`config.mk`:
```
export PLATFORM = sky130hd
export DESIGN_NAME = mem_stage_flat
export DESIGN_NICKNAME = d
export VERILOG_FILES = /design/src/rtl/mem_stage_if.sv /design/src/rtl/mem_stage.sv /design/src/flat_wrapper.sv
export SDC_FILE = /design/constraint.sdc
export NUM_CORES = 1
export LEC_CHECK = 0
export CAP_MARGIN = 10
export CORE_MARGIN = 3
export CORE_UTILIZATION = 46
export CTS_CLUSTER_SIZE = 28
export DETAILED_ROUTE_END_ITERATION = 8
export GPL_TIMING_DRIVEN = 0
export PLACE_DENSITY = 0.94
export SYNTH_ARGS = -nofsm -noshare
export SYNTH_HDL_FRONTEND = slang
export SYNTH_SLANG_ARGS = --single-unit
export TNS_END_PERCENT = 5
```
`constraint.sdc`:
```
create_clock -name clock -period 2.5 [get_ports clock]
set_input_delay 0.5 -clock clock [delete_from_list [all_inputs] [get_ports clock]]
set_output_delay 0.5 -clock clock [all_outputs]
set_load 0.005 [all_outputs]
```
`src/rtl/mem_stage_if.sv`:
```
// Data-memory bus between mem_stage (master) and the data memory (slave).
// Request is held until a one-cycle ack; read data is valid with ack.
interface mem_stage_if;
   logic [31:0] mem_addr;
   logic [31:0] mem_wdata;
   logic        mem_rw;
   logic        mem_req;
   logic [31:0] mem_rdata;
   logic        mem_ack;

   modport master (
      output mem_addr, mem_wdata, mem_rw, mem_req,
      input  mem_rdata, mem_ack
   );

   modport slave (
      input  mem_addr, mem_wdata, mem_rw, mem_req,
      output mem_rdata, mem_ack
   );
endinterface

```
`src/rtl/mem_stage.sv`:
```
// Pipeline MEM stage: passes ALU results through, or runs one blocking memory access.
// Optional access timeout with fault pulse when MEM_STAGE_TIMEOUT_EN is defined.
module mem_stage (
   input  logic               clock,
   input  logic               reset,
   input  logic               ex_mem_readmem,
   input  logic               ex_mem_writemem,
   input  logic [31:0]        ex_mem_regb,
   input  logic               ex_mem_selwsource,
   input  logic [4:0]         ex_mem_regdest,
   input  logic               ex_mem_writereg,
   input  logic [31:0]        ex_mem_wbvalue,
   mem_stage_if.master        mem,
   output logic               mem_stall,
   output logic [4:0]         mem_wb_regdest,
   output logic               mem_wb_writereg,
   output logic [31:0]        mem_wb_wbvalue,
   output logic               mem_fault
);

   typedef enum logic {IDLE, BUSY} state_t;

   state_t      state_q, state_d;
   logic        start, finish, expire;
   logic [31:0] addr_q, wdata_q;
   logic        rw_q, req_q;
   logic [4:0]  cap_regdest_q;
   logic        cap_selw_q, cap_writereg_q;

`ifdef MEM_STAGE_TIMEOUT_EN
   logic [3:0]  tmo_cnt_q;
`endif

   assign mem.mem_addr  = addr_q;
   assign mem.mem_wdata = wdata_q;
   assign mem.mem_rw    = rw_q;
   assign mem.mem_req   = req_q;
   assign mem_stall     = (state_q == BUSY);

   always_ff @(posedge clock or negedge reset) begin
      if (!reset) state_q <= IDLE;
      else        state_q <= state_d;
   end

   always_comb begin
      state_d = state_q;
      start   = 1'b0;
      finish  = 1'b0;
      expire  = 1'b0;
      case (state_q)
         IDLE: begin
            if (ex_mem_readmem || ex_mem_writemem) begin
               start   = 1'b1;
               state_d = BUSY;
            end
         end
         BUSY: begin
            if (mem.mem_ack) begin
               finish  = 1'b1;
               state_d = IDLE;
            end
`ifdef MEM_STAGE_TIMEOUT_EN
            else if (tmo_cnt_q == 4'hF) begin
               expire  = 1'b1;
               state_d = IDLE;
            end
`endif
         end
         default: state_d = IDLE;
      endcase
   end

   always_ff @(posedge clock or negedge reset) begin
      if (!reset) begin
         addr_q          <= '0;
         wdata_q         <= '0;
         rw_q            <= 1'b0;
         req_q           <= 1'b0;
         cap_regdest_q   <= '0;
         cap_selw_q      <= 1'b0;
         cap_writereg_q  <= 1'b0;
         mem_wb_regdest  <= '0;
         mem_wb_writereg <= 1'b0;
         mem_wb_wbvalue  <= '0;
      end else if (start) begin
         addr_q          <= ex_mem_wbvalue;
         wdata_q         <= ex_mem_regb;
         rw_q            <= ex_mem_writemem;
         req_q           <= 1'b1;
         cap_regdest_q   <= ex_mem_regdest;
         cap_selw_q      <= ex_mem_selwsource;
         cap_writereg_q  <= ex_mem_writereg;
         mem_wb_writereg <= 1'b0;
      end else if (state_q == IDLE) begin
         mem_wb_regdest  <= ex_mem_regdest;
         mem_wb_writereg <= ex_mem_writereg;
         mem_wb_wbvalue  <= ex_mem_wbvalue;
      end else if (finish) begin
         req_q           <= 1'b0;
         mem_wb_regdest  <= cap_regdest_q;
         mem_wb_writereg <= cap_writereg_q;
         mem_wb_wbvalue  <= cap_selw_q ? mem.mem_rdata : addr_q;
      end else begin
         // timeout drops the request without any writeback
         if (expire) req_q <= 1'b0;
         mem_wb_writereg <= 1'b0;
      end
   end

`ifdef MEM_STAGE_TIMEOUT_EN
   always_ff @(posedge clock or negedge reset) begin
      if (!reset) begin
         tmo_cnt_q <= '0;
         mem_fault <= 1'b0;
      end else begin
         mem_fault <= expire;
         if (start)                                    tmo_cnt_q <= '0;
         else if (state_q == BUSY && !mem.mem_ack)     tmo_cnt_q <= tmo_cnt_q + 4'd1;
      end
   end
`else
   assign mem_fault = 1'b0;
`endif

endmodule

```
`src/flat_wrapper.sv`:
```
// flat-port wrapper written by rule: the top's interface ports become plain ports
module mem_stage_flat 
  (clock, reset, ex_mem_readmem, ex_mem_writemem, ex_mem_regb, ex_mem_selwsource, ex_mem_regdest, ex_mem_writereg, ex_mem_wbvalue, mem_stall, mem_wb_regdest, mem_wb_writereg, mem_wb_wbvalue, mem_fault, mem_mem_addr, mem_mem_wdata, mem_mem_rw, mem_mem_req, mem_mem_rdata, mem_mem_ack);
  mem_stage_if mem_i ();
  input  logic clock;
  input  logic reset;
  input  logic ex_mem_readmem;
  input  logic ex_mem_writemem;
  input  logic [31:0] ex_mem_regb;
  input  logic ex_mem_selwsource;
  input  logic [4:0] ex_mem_regdest;
  input  logic ex_mem_writereg;
  input  logic [31:0] ex_mem_wbvalue;
  output logic mem_stall;
  output logic [4:0] mem_wb_regdest;
  output logic mem_wb_writereg;
  output logic [31:0] mem_wb_wbvalue;
  output logic mem_fault;
  output wire logic [$bits(mem_i.mem_addr)-1:0] mem_mem_addr;
  output wire logic [$bits(mem_i.mem_wdata)-1:0] mem_mem_wdata;
  output wire logic [$bits(mem_i.mem_rw)-1:0] mem_mem_rw;
  output wire logic [$bits(mem_i.mem_req)-1:0] mem_mem_req;
  input wire logic [$bits(mem_i.mem_rdata)-1:0] mem_mem_rdata;
  input wire logic [$bits(mem_i.mem_ack)-1:0] mem_mem_ack;
  assign mem_mem_addr = mem_i.mem_addr;
  assign mem_mem_wdata = mem_i.mem_wdata;
  assign mem_mem_rw = mem_i.mem_rw;
  assign mem_mem_req = mem_i.mem_req;
  assign mem_i.mem_rdata = mem_mem_rdata;
  assign mem_i.mem_ack = mem_mem_ack;
  mem_stage u_core (.clock(clock), .reset(reset), .ex_mem_readmem(ex_mem_readmem), .ex_mem_writemem(ex_mem_writemem), .ex_mem_regb(ex_mem_regb), .ex_mem_selwsource(ex_mem_selwsource), .ex_mem_regdest(ex_mem_regdest), .ex_mem_writereg(ex_mem_writereg), .ex_mem_wbvalue(ex_mem_wbvalue), .mem(mem_i), .mem_stall(mem_stall), .mem_wb_regdest(mem_wb_regdest), .mem_wb_writereg(mem_wb_writereg), .mem_wb_wbvalue(mem_wb_wbvalue), .mem_fault(mem_fault));
endmodule
```
==> impl_metrics.csv <==
group,metric,value,unit
outcome,status,"complete, no violations",
final_layout,fin_nets,665,
placement,gp_congestion,0.7482,
routing,route.met3.wl,1225,um
synth,syn_area,0.004878,mm^2
routing,drt_iter0_markers,108,
synth,avgSynthCellArea,14.61,um^2
routing,dr_wl_met2,6601,um
grt,overflow,0,
grt,track_usage,0.2242,
placement,io_buffers,211,
clock_tree,cts_resized,0,
synth,synth-simple-area-share,0.03539,
synth,syn_nets,442,
grt,antenna_found_initial,0,
timing,setup_violations,0,
clock_tree,cts_tree,"done",
clock_tree,cts-buffers-inserted,9,
routing,drtAntennaViolNets,0,
floorplanning,initial_core_util,0.4857,
final_layout,fin_cells,695,
placement,dp_hpwl,9916,um
synth,syn_inst,334,
clock_tree,cts_setup_buffers,0,
final_layout,final_common_cell,"clkdlybuf4s50_1",
floorplanning,boundaryPins,214,
routing,viasPerCell,5.240,
timing,hold_violations,0,
floorplanning,core,0.01004,mm^2
timing,tightest_slew,633.4,ps
floorplanning,die_w,109.0,um
synth,synthMuxAreaShare,0.2626,
timing,slew_viol_final,0,
synth,synth-compound-area-share,0.07592,
final_layout,nFillCells,644,
timing,max_freq,0.4938,GHz
grt,grt_max_degree,66,
min_path,min_path_type,"in2async",
final_layout,area_growth,51.32,%
worst_setup_path,worst_path_largest_cell_delay,460,ps
clock_tree,clk_latency,350,ps
worst_setup_path,crit_type,"in2reg",
synth,synthAdderAreaFrac,0,
timing,setup_ws,474.7,ps
worst_setup_path,end_kind,"flip-flop",
routing,drc,0,
clock_tree,cts_buffer_depth,2,
synth,synth_cell_types,20,
pwr,power.total,0.005610,W
worst_setup_path,path_cells,"clkdlybuf4s50_1 > nor2_2 > or2_1 > buf_4 > buf_6 > mux2_2",
clock_tree,ctsHoldBuffers,0,
job,cap_violations,0,
placement,post-place-cells,679,
grt,first_global_vias,3996,
final_layout,drive_above_1_share,0.2100,
synth,ys_seq_area_frac,0.5745,
synth,synth_top_family_by_area,"multiplexers",
pwr,pwr_density_cell,760.0,mW/mm^2
floorplanning,die_h,109.0,um
timing,clock-skew-final,15.15,ps
timing,period_minus_slack,2025,ps
routing,top_layer_used,"met4",
routing,wl_per_cell,18.96,um
worst_setup_path,startpoint_type,"input port",
worst_setup_path,crit_buf_inv,3,
placement,dp_slack,102.8,ps
worst_setup_path,crit_fanout,10,
synth,synth-xor-area-share,0,
clock_tree,htree_levels,3,
pwr,irDropWorstVdd,492.2,uV
timing,maxSlewHeadroom,0.5777,
grt,grt_pass1_wl,20640,um
synth,yosys_warnings,0,
worst_setup_path,critical-path-top-delay-family,"buffers and inverters",
routing,wl_met1,5167,um
floorplanning,rows,36,
clock_tree,root_buffer,"clkbuf_8",
timing,finalSetupTns,0,ps
final_layout,final_cell_mix,"clkdlybuf4s50_1 (210), dfrtp_1 (112), mux2_2 (72)",
worst_setup_path,crit_required,2730,ps
clock_tree,cts.clk_slew.worst_paths,110,ps
worst_setup_path,worstPathArrival,2260,ps
timing,rsz0062_at_grt,"false",
routing,vias,3642,
clock_tree,numClockSinks,112,
worst_setup_path,worst_path_max_delay_cell,"clkdlybuf4s50_1",
routing,drtPass1Iterations,4,
timing,fin_crit_sh,0.8101,
routing,wl,13180,um
final_layout,antennaDiodeCount,0,
pwr,p_leak,3.100,nW
synth,ys_ff_latch,112,
floorplanning,dieArea,0.01188,mm^2
==> registers in the layout, summed over array words and instances (netlist names) <==
register,cells
u_core.cap_writereg_q,1
u_core.mem.mem_req,1
u_core.mem_wb_writereg,1
u_core.cap_regdest_q,5
u_core.mem_wb_wbvalue,32
u_core.mem_wb_regdest,5
u_core.mem.mem_wdata,32
u_core.mem_stall,1
u_core.mem.mem_addr,32
u_core.mem.mem_rw,1
u_core.cap_selw_q,1
==> layout make-up <==
class | instances | area (um^2) | area share
sequential | 112 | 2803 | 0.3797
clock inverter | 4 | 35.03 | 0.004746
clock buffer | 12 | 165.2 | 0.02237
tap | 133 | 166.4 | 0.02254
timing repair buffer | 212 | 2137 | 0.2895
multi-input combinational | 193 | 1828 | 0.2476
inverter | 3 | 11.26 | 0.001525
buffer | 26 | 236.5 | 0.03203
==> through the flow <==
stage | area (um^2) | util | hold WS, ps
detailed placement | 7182 | 0.7150 | 490.7
global placement | 7157 | 0.7125 | 460.6
global route | 7382 | 0.7349 | 165.6
finish | 7382 | 0.7349 | 142.1
floorplan | 4878 | - | 204.4
CTS | 7382 | 0.7349 | 164.4
==> logic make-up (layout without fill, tap and decap cells) <==
kind of cell	after synthesis	after routing
other cells	1	1
mux	119	119
flops	112	112
simple gates	39	39
compound gates	34	34
buf+inv	29	257
==> metal layers <==
layer	vias to the layer above	track usage
li1	1658	-
met1	1807	0.2634
met2	162	0.3921
met3	15	0.07519
met4	0	0.06041
met5	-	0
==> power by group <==
part           leakage [nW]  total, W  internal (W)  switching [W]
registers              1.29   0.00252       0.00225       0.000278
clock network         0.104   0.00105      0.000457       0.000595
logic                  1.71   0.00203       0.00135       0.000680
==> synthesized netlist by cell type <==
cell type,count,share of area
or2_1,1,0.0013
conb_1,1,0.00077
o221a_2,3,0.0069
and2_1,1,0.0013
buf_2,6,0.0062
dfrtp_1,112,0.57
nand2_1,34,0.026
clkbuf_1,3,0.0023
o21ai_0,1,0.0010
a21oi_1,1,0.0010
or3_1,1,0.0013
nor2_2,1,0.0013
nand2_8,1,0.0041
buf_6,12,0.028
mux2i_1,47,0.096
buf_8,3,0.0092
inv_1,3,0.0023
mux2_2,72,0.17
o221a_1,29,0.067
buf_4,2,0.0031
==> worst paths after layout <==
kind | depth (start not counted) | to | slack, ps | from
setup / recovery | 6 | u_core.mem.mem_addr[19] | 470 | ex_mem_writemem
hold / removal | 1 | u_core.mem_wb_wbvalue[7] | 140 | reset
setup reg to reg | 6 | u_core.mem_wb_wbvalue[23] | 760 | u_core.mem_stall
hold reg to reg | 2 | u_core.mem_wb_writereg | 510 | u_core.cap_writereg_q
max in group asynchronous | 2 | u_core.mem.mem_addr[25] | 1610 | reset
min in group clock | 2 | u_core.mem_wb_writereg | 510 | u_core.cap_writereg_q
Note: power is estimated with default switching activity, not from simulation.
